===== src/rtl/pc_stack_unit.sv =====
// pc_stack_unit: parametrised program counter with relative branch, stall and
// call/return through an internal return-address stack.
//
// Ports:
//   clock        rising-edge clock
//   reset        asynchronous active-high reset
//   stall        freeze all state this cycle
//   incr         advance pc by STEP
//   load         absolute jump to pcin
//   pcin         absolute target for load and call
//   branch       relative jump by offset
//   offset       signed two's-complement branch offset, relative to pcout
//   call         push pcout+STEP, jump to pcin
//   ret          pop return address into pc
//   pcout        current program counter (registered)
//   stack_empty  stack holds no entries
//   stack_full   stack holds STACK_DEPTH entries
//   stack_err    one-cycle pulse after an overflow or underflow attempt
//
// Strobe priority, highest first: stall > ret > call > load > branch > incr.

module pc_stack_unit #(
    parameter int unsigned     WIDTH        = 8,
    parameter logic [WIDTH-1:0] RESET_VECTOR = '0,
    parameter int unsigned     STEP         = 1,
    parameter int unsigned     STACK_DEPTH  = 4
) (
    input  logic             clock,
    input  logic             reset,
    input  logic             stall,
    input  logic             incr,
    input  logic             load,
    input  logic [WIDTH-1:0] pcin,
    input  logic             branch,
    input  logic [WIDTH-1:0] offset,
    input  logic             call,
    input  logic             ret,
    output logic [WIDTH-1:0] pcout,
    output logic             stack_empty,
    output logic             stack_full,
    output logic             stack_err
);

    // Count must represent 0..STACK_DEPTH inclusive; index covers 0..STACK_DEPTH-1.
    localparam int unsigned CW = $clog2(STACK_DEPTH + 1);
    localparam int unsigned IW = (STACK_DEPTH > 1) ? $clog2(STACK_DEPTH) : 1;
    localparam logic [WIDTH-1:0] STEP_W = WIDTH'(STEP);

    logic [WIDTH-1:0] pc_q, pc_d;
    logic [CW-1:0]    cnt_q, cnt_d;
    logic             err_q, err_d;
    logic             push;
    logic [WIDTH-1:0] ret_addr;
    logic [IW-1:0]    top_idx;
    logic [IW-1:0]    push_idx;
    logic [WIDTH-1:0] stack [STACK_DEPTH];

    assign ret_addr    = pc_q + STEP_W;
    assign top_idx     = IW'(cnt_q - CW'(1));
    assign push_idx    = IW'(cnt_q);
    assign stack_empty = (cnt_q == '0);
    assign stack_full  = (cnt_q == CW'(STACK_DEPTH));
    assign pcout       = pc_q;
    assign stack_err   = err_q;

    always_comb begin
        pc_d  = pc_q;
        cnt_d = cnt_q;
        err_d = 1'b0;
        push  = 1'b0;
        if (stall) begin
            // hold everything
        end else if (ret) begin
            if (!stack_empty) begin
                pc_d  = stack[top_idx];
                cnt_d = cnt_q - CW'(1);
            end else begin
                // Underflow: behave like a plain advance and flag it.
                pc_d  = ret_addr;
                err_d = 1'b1;
            end
        end else if (call) begin
            if (!stack_full) begin
                push  = 1'b1;
                cnt_d = cnt_q + CW'(1);
                pc_d  = pcin;
            end else begin
                // Overflow: drop the push and the jump, just advance.
                pc_d  = ret_addr;
                err_d = 1'b1;
            end
        end else if (load) begin
            pc_d = pcin;
        end else if (branch) begin
            pc_d = pc_q + offset;
        end else if (incr) begin
            pc_d = ret_addr;
        end
    end

    always_ff @(posedge clock or posedge reset) begin
        if (reset) begin
            pc_q  <= RESET_VECTOR;
            cnt_q <= '0;
            err_q <= 1'b0;
        end else begin
            pc_q  <= pc_d;
            cnt_q <= cnt_d;
            err_q <= err_d;
        end
    end

    // Entry contents need no reset; only the count defines validity.
    always_ff @(posedge clock) begin
        if (push) begin
            stack[push_idx] <= ret_addr;
        end
    end

endmodule


===== config.mk =====
export PLATFORM = sky130hd
export DESIGN_NAME = pc_stack_unit
export DESIGN_NICKNAME = d
export VERILOG_FILES = /design/src/rtl/pc_stack_unit.sv
export SDC_FILE = /design/constraint.sdc
export NUM_CORES = 1
export LEC_CHECK = 0
export CORE_MARGIN = 2
export CORE_UTILIZATION = 50
export CTS_CLUSTER_DIAMETER = 30
export DETAILED_ROUTE_END_ITERATION = 7
export DONT_BUFFER_PORTS = 1
export GPL_TIMING_DRIVEN = 0
export PLACE_DENSITY = 0.73
export SETUP_SLACK_MARGIN = 0.3
export SYNTH_ARGS = -nofsm -noshare
export SYNTH_HDL_FRONTEND = slang
export SYNTH_SLANG_ARGS = --single-unit

===== constraint.sdc =====
create_clock -name clock -period 4.23 [get_ports clock]
set_input_delay 0.423 -clock clock [delete_from_list [all_inputs] [get_ports clock]]
set_output_delay 0.423 -clock clock [all_outputs]
set_load 0.02 [all_outputs]

==> results.sh, run 1 <==
export IMPL_ys_ff_latch=44
export IMPL_clock_fmax_ghz=0.388
export IMPL_peakVddDrop_mv=0.222
export IMPL_gp_congestion=0.805
export IMPL_hold_slack_ps=66.2
export IMPL_rows=26
export IMPL_synthTopCellsByCount="edfxtp_1, a21oi_1, nand2_1"
export IMPL_start_util_pct=51.5
export IMPL_grt_use_met3_pct=4.27
export IMPL_setup_violations=0
export IMPL_finalSetupTns_ps=0
export IMPL_synthCells=236
export IMPL_synth_top_cell_area_share_pct=36.5
export IMPL_hp_class="input pin to asynchronous set/reset pin"
export IMPL_arrival_ps=2510
export IMPL_grt_antenna_before_repair=0
export IMPL_min_period_ps=2580
export IMPL_clk_pin_slew_worst_paths_ps=80
export IMPL_root_buffer="clkbuf_8"
export IMPL_fillers=450
export IMPL_fin_util_pct=54.9
export IMPL_grt_pass1_wl_um=9160
export IMPL_cts_sinks=44
export IMPL_cts_tree="done"
export IMPL_postCtsSetupBuffers=0
export IMPL_clock_skew_ps=5.63
export IMPL_hold_violations=0
export IMPL_dr_total_vias=1845
export IMPL_grt_max_degree=14
export IMPL_synth_most_common_cell="edfxtp_1"
export IMPL_cp_max_fo=9
export IMPL_diodes=0
export IMPL_maxCapViolCount=0
export IMPL_end_kind="register"
export IMPL_use_met1_pct=28.2
export IMPL_worstMarginPinSlew_ps=563
export IMPL_powerDensity_mw_per_mm2=654
export IMPL_layout_setup_ws_ps=1650
export IMPL_met2_usage_pct=32.0
export IMPL_die_h_um=76.5
export IMPL_pre_cts_ws_ps=1640
export IMPL_worstSetupPathType="register to register"
export IMPL_vias_per_cell=5.88
export IMPL_syn_area_mm2=0.00263
export IMPL_ctsHoldBuffers=0
export IMPL_synth_async_reset_ratio_pct=27.3
export IMPL_rsz0062_at_grt="no"
export IMPL_slew_headroom_pct=62.2
export IMPL_syn_nets=275
export IMPL_synth_avg_cell_area_um2=11.1
export IMPL_dp_hpwl_um=4240
export IMPL_port_buffers=0
export IMPL_startpoint_type="register"
export IMPL_grt_pass1_vias=1768
export IMPL_synth_seq_area_share_pct=47.9
export IMPL_first_iter_violations=160
export IMPL_synth_cell_type_count=46
export IMPL_yosys_area_top_type="edfxtp_1"
export IMPL_drive_gt1_share_pct=11.9
export IMPL_period_share_pct=60.9
export IMPL_die_w_um=76.5
export IMPL_ys_warn_count=0
export IMPL_cts_buffers_inserted=5
export IMPL_status="finished, final reports clean"
export IMPL_htreeDepth=2
export IMPL_drc_errors=0
export IMPL_synth_edf_count=32
export IMPL_p_total_mw=1.83
export IMPL_busiest_layer="met2"
export IMPL_clk_path_buf_depth=2
export IMPL_dieArea_mm2=0.00586
export IMPL_fp_coreArea_mm2=0.00511
export IMPL_rr_startpoint="cnt_q[0]"
export IMPL_drt_total_wl_um=5590
export IMPL_clock_latency_ps=290
export IMPL_grtUsageTotal_pct=20.0
export IMPL_areaGrowthSynthToFinish_pct=6.47
export IMPL_drtPass1Iterations=5
export IMPL_ys_top_cells_by_area="edfxtp_1, dfrtp_1, mux4_2"
export IMPL_ant_nets=0
export IMPL_slew_violations=0
export IMPL_ys_flop_type="edfxtp_1"
export IMPL_nNetsFinal=282
export IMPL_wl_per_cell_um=17.8
export IMPL_p_leak_nw=1.06
export IMPL_crit_start="cnt_q[0]"
export IMPL_ctsResizeCount=0
export IMPL_ios=35
export IMPL_crit_required_ps=4170
export IMPL_grt_overflow=0
==> cell type report <==
cell class	instances	area, um2	share of cell area [%]
plain buffers	9	41.3	1.47
clock buffers	5	68.8	2.46
multi-input cells	165	1260	45.0
flip-flops and latches	44	1260	45.0
inverters	18	67.6	2.41
well taps	70	87.6	3.13
clock inverters	3	13.8	0.491
==> worst max-delay path, stage by stage (launching register included) <==
cell	delay, ps
dfrtp_1	400
buf_4	240
inv_1	120
ha_1	240
ha_1	320
nand2b_1	260
nor2_1	190
and2_1	450
==> sequential cells by signal, indices dropped and copies added, names as in the netlist <==
name / flops
pcout: 8
stack: 32
stack_err: 1
cnt_q: 3
==> stage by stage <==
stage                     cells  instance area [um2]
after global placement      306                 2720
after floorplan             236                 2630
after global routing        314                 2800
final                       314                 2800
after CTS                   314                 2800
after detailed placement    306                 2720
==> final timing paths <==
check                         endpoint  slack (ps)  cells past startpoint
min in group clock           stack_err         200                      1
max in group asynchronous     cnt_q[0]        3790                      1
setup reg to reg           stack[2][5]        1650                      7
hold reg to reg               cnt_q[1]         650                      2
setup / recovery           stack[2][5]        1650                      7
hold / removal                pcout[1]          70                      1
==> layout by cell type (no fill, tap or decap), types with 8 or more instances in the layout <==
| cell | Yosys | final |
|---|---|---|
| ha_1 | 14 | 14 |
| xnor2_1 | 8 | 8 |
| nor2_1 | 12 | 12 |
| o21ai_0 | 18 | 18 |
| nand2_1 | 19 | 19 |
| mux4_2 | 8 | 8 |
| inv_1 | 18 | 18 |
| dfrtp_1 | 12 | 12 |
| edfxtp_1 | 32 | 32 |
| a21oi_1 | 19 | 19 |
==> logic make-up after synthesis <==
group	Yosys count	share of synthesized area, %
flops	44	47.9
mux	16	10.1
xor+xnor	13	4.61
simple gates	57	10.7
compound gates	64	15.1
buf+inv	27	4.14
fa+ha+maj	15	7.42
==> power by group <==
group          internal [mW]  total, mW  switching [mW]
sequential             0.594      0.725           0.131
combinational          0.383      0.858           0.476
clock                  0.112      0.248           0.136
==> per-layer routing <==
layer | wire (um) | share of wire (%)
met2 | 2730 | 49
met3 | 319 | 5.7
met4 | 46 | 0.82
met5 | 0 | 0
met1 | 2500 | 45
Note: power is estimated with default switching activity, not from simulation.
==> run 2: changes to the inputs <==
--- a/config.mk
+++ b/config.mk
@@ -11,7 +11,7 @@
 export DETAILED_ROUTE_END_ITERATION = 7
 export DONT_BUFFER_PORTS = 1
 export GPL_TIMING_DRIVEN = 0
-export PLACE_DENSITY = 0.73
+export PLACE_DENSITY = 0.76
 export SETUP_SLACK_MARGIN = 0.3
 export SYNTH_ARGS = -nofsm -noshare
 export SYNTH_HDL_FRONTEND = slang
==> constraint.sdc (replaced) <==
create_clock -name clock -period 2.16 [get_ports clock]
set_input_delay 0.216 -clock clock [delete_from_list [all_inputs] [get_ports clock]]
set_output_delay 0.216 -clock clock [all_outputs]
set_load 0.02 [all_outputs]
==> results.sh, run 2 (synthesis gave the netlist of run 1 again) <==
export IMPL_status="finished, final reports clean"
export IMPL_p_switching_mw=1.70
export IMPL_first_iter_violations=205
export IMPL_grt_antenna_before_repair=0
export IMPL_cp_max_fo=7
export IMPL_rows=26
export IMPL_grt_max_degree=14
export IMPL_grtUsageTotal_pct=22.7
export IMPL_dp_hpwl_um=4350
export IMPL_ant_nets=0
export IMPL_worstMarginPinSlew_ps=579
export IMPL_areaGrowthSynthToFinish_pct=21.4
export IMPL_rsz0062_at_grt="yes"
export IMPL_met2_usage_pct=37.6
export IMPL_peakVddDrop_mv=0.618
export IMPL_vias_per_cell=6.19
export IMPL_dieArea_mm2=0.00586
export IMPL_port_buffers=0
export IMPL_p_total_mw=4.40
export IMPL_grt_pass1_wl_um=10300
export IMPL_ios=35
export IMPL_seq_power_share_pct=33.3
export IMPL_clock_fmax_ghz=0.490
export IMPL_die_h_um=76.5
export IMPL_regMostFlops="stack"
export IMPL_final_cell_mix="edfxtp_1, nand2_1, inv_1, a21oi_1, o21ai_0"
export IMPL_root_buffer="clkbuf_8"
export IMPL_clock_latency_ps=290
export IMPL_clk_pin_slew_worst_paths_ps=80
export IMPL_dr_total_vias=2029
export IMPL_wl_per_cell_um=19.5
export IMPL_cp_cell_sequence="ha_4, inv_2, fa_2, nor2b_1, o21a_1, nor3_1, and3b_1, o221ai_1, a31oi_1"
export IMPL_maxCapViolCount=0
export IMPL_crit_required_ps=2380
export IMPL_critPathSlowestCell="dfrtp_2"
export IMPL_die_w_um=76.5
export IMPL_p_leak_nw=1.18
export IMPL_switching_share_pct=38.7
export IMPL_final_common_cell="edfxtp_1"
export IMPL_clk_path_buf_depth=2
export IMPL_clkPwrFrac_pct=13.8
export IMPL_cts_tree="done"
export IMPL_end_kind="register"
export IMPL_largest_reg_flops=32
export IMPL_slew_violations=0
export IMPL_critical_path_max_stage_delay_ps=520
export IMPL_start_util_pct=51.5
export IMPL_min_period_ps=2040
export IMPL_drtPass1Iterations=5
export IMPL_comb_power_share_pct=52.9
export IMPL_busiest_layer="met2"
export IMPL_grt_pass1_vias=2019
export IMPL_drc_errors=0
export IMPL_period_share_pct=94.5
export IMPL_nNetsFinal=296
export IMPL_intPower_mw=2.70
export IMPL_clock_skew_ps=5.62
export IMPL_drt_total_wl_um=6400
export IMPL_fp_coreArea_mm2=0.00511
export IMPL_slew_headroom_pct=61.3
export IMPL_finalSetupTns_ps=0
export IMPL_htreeDepth=2
export IMPL_hold_violations=0
export IMPL_drive_gt1_share_pct=29.5
export IMPL_powerDensity_mw_per_mm2=1380
export IMPL_startpoint_type="register"
export IMPL_cts_sinks=44
export IMPL_diodes=0
export IMPL_cts_buffers_inserted=5
export IMPL_setup_violations=0
export IMPL_grt_overflow=0
export IMPL_gp_congestion=0.782
export IMPL_use_met1_pct=29.3
export IMPL_fillers=416
export IMPL_worstSetupPathType="register to register"
export IMPL_hp_class="input pin to register"
export IMPL_grt_use_met3_pct=4.74
export IMPL_arrival_ps=2260
run 2: changes by cell type in the layout (fill, tap and decap cells not counted), sizes merged:
cell,delta
bufinv,+1
dlygate4sd3,+2
clkinv,-1
buf,+12
run 2: power by group through the flow:
stage | logic [mW] | registers (mW) | clock network [mW]
2_1_floorplan | 1.48 | 1.41 | 0
3_3_place_gp | 1.78 | 1.45 | 0
3_5_place_dp | 1.82 | 1.46 | 0
4_1_cts | 2.10 | 1.46 | 0.610
5_1_grt | 2.51 | 1.48 | 0.645
6_report | 2.33 | 1.46 | 0.609
run 2: area by class of cell:
| class | count | area, um2 | share of cell area [%] |
|---|---|---|---|
| inverter | 18 | 75.1 | 2.35 |
| sequential | 44 | 1270 | 39.7 |
| buffer | 9 | 80.1 | 2.51 |
| clock buffer | 5 | 68.8 | 2.16 |
| tap | 70 | 87.6 | 2.74 |
| timing repair buffer | 14 | 108 | 3.37 |
| clock inverter | 3 | 37.5 | 1.18 |
| multi-input combinational | 165 | 1470 | 46.0 |
run 2: layer usage:
metal	share of wire (%)	routed length [um]
met5	0	0
met4	2.0	125
met3	5.6	359
met2	50	3220
met1	42	2690
run 2: what timing repair did:
action	in CTS	in global routing
gates cloned	0	0
resized for setup	31	8
hold buffers	2	0
buffers inserted	6	6
hold endpoints to repair	13	0
endpoints found under the setup margin	43	22
pin swaps	6	7
run 2: per-stage QoR:
step / setup WS [ps] / utilization, % / instances / hold slack [ps] / instance area [um2]
2_1_floorplan: 293 / - / 236 / 80.6 / 2720
3_3_place_gp: 80.7 / 54.9 / 306 / 186 / 2800
3_5_place_dp: 35.9 / 54.9 / 306 / 188 / 2800
4_1_cts: 181 / 61.3 / 322 / 99.7 / 3130
5_1_grt: 28.9 / 62.5 / 328 / 111 / 3190
6_report: 118 / 62.5 / 328 / 106 / 3190
run 2: worst paths after layout:
path                       startpoint  endpoint  slack, ps  depth (start not counted)
max reg2reg                  pcout[0]  pcout[4]        120                          9
max                          pcout[0]  pcout[4]        120                          9
max in group asynchronous       reset  pcout[0]       1340                          2
min reg2reg                  cnt_q[1]  cnt_q[1]        680                          2
min in group asynchronous       reset  pcout[3]        410                          2
min                             stall  cnt_q[0]        110                          2
run 2: worst max-delay path: cells and delay by family (launching register included):
kind | cells | cell delay [ps]
AO/OA/AOI/OAI | 3 | 470
adder cells (fa/ha/maj) | 2 | 550
buffers and inverters | 1 | 30
AND/OR/NAND/NOR | 3 | 400
flip-flops | 1 | 520
==> run 3: changes to the inputs <==
--- a/config.mk
+++ b/config.mk
@@ -5,6 +5,7 @@
 export SDC_FILE = /design/constraint.sdc
 export NUM_CORES = 1
 export LEC_CHECK = 0
+export CAP_MARGIN = 20
 export CORE_MARGIN = 2
 export CORE_UTILIZATION = 50
 export CTS_CLUSTER_DIAMETER = 30
==> results of run 3 <==
The final DEF is identical to that of run 2; final timing and power are the same.
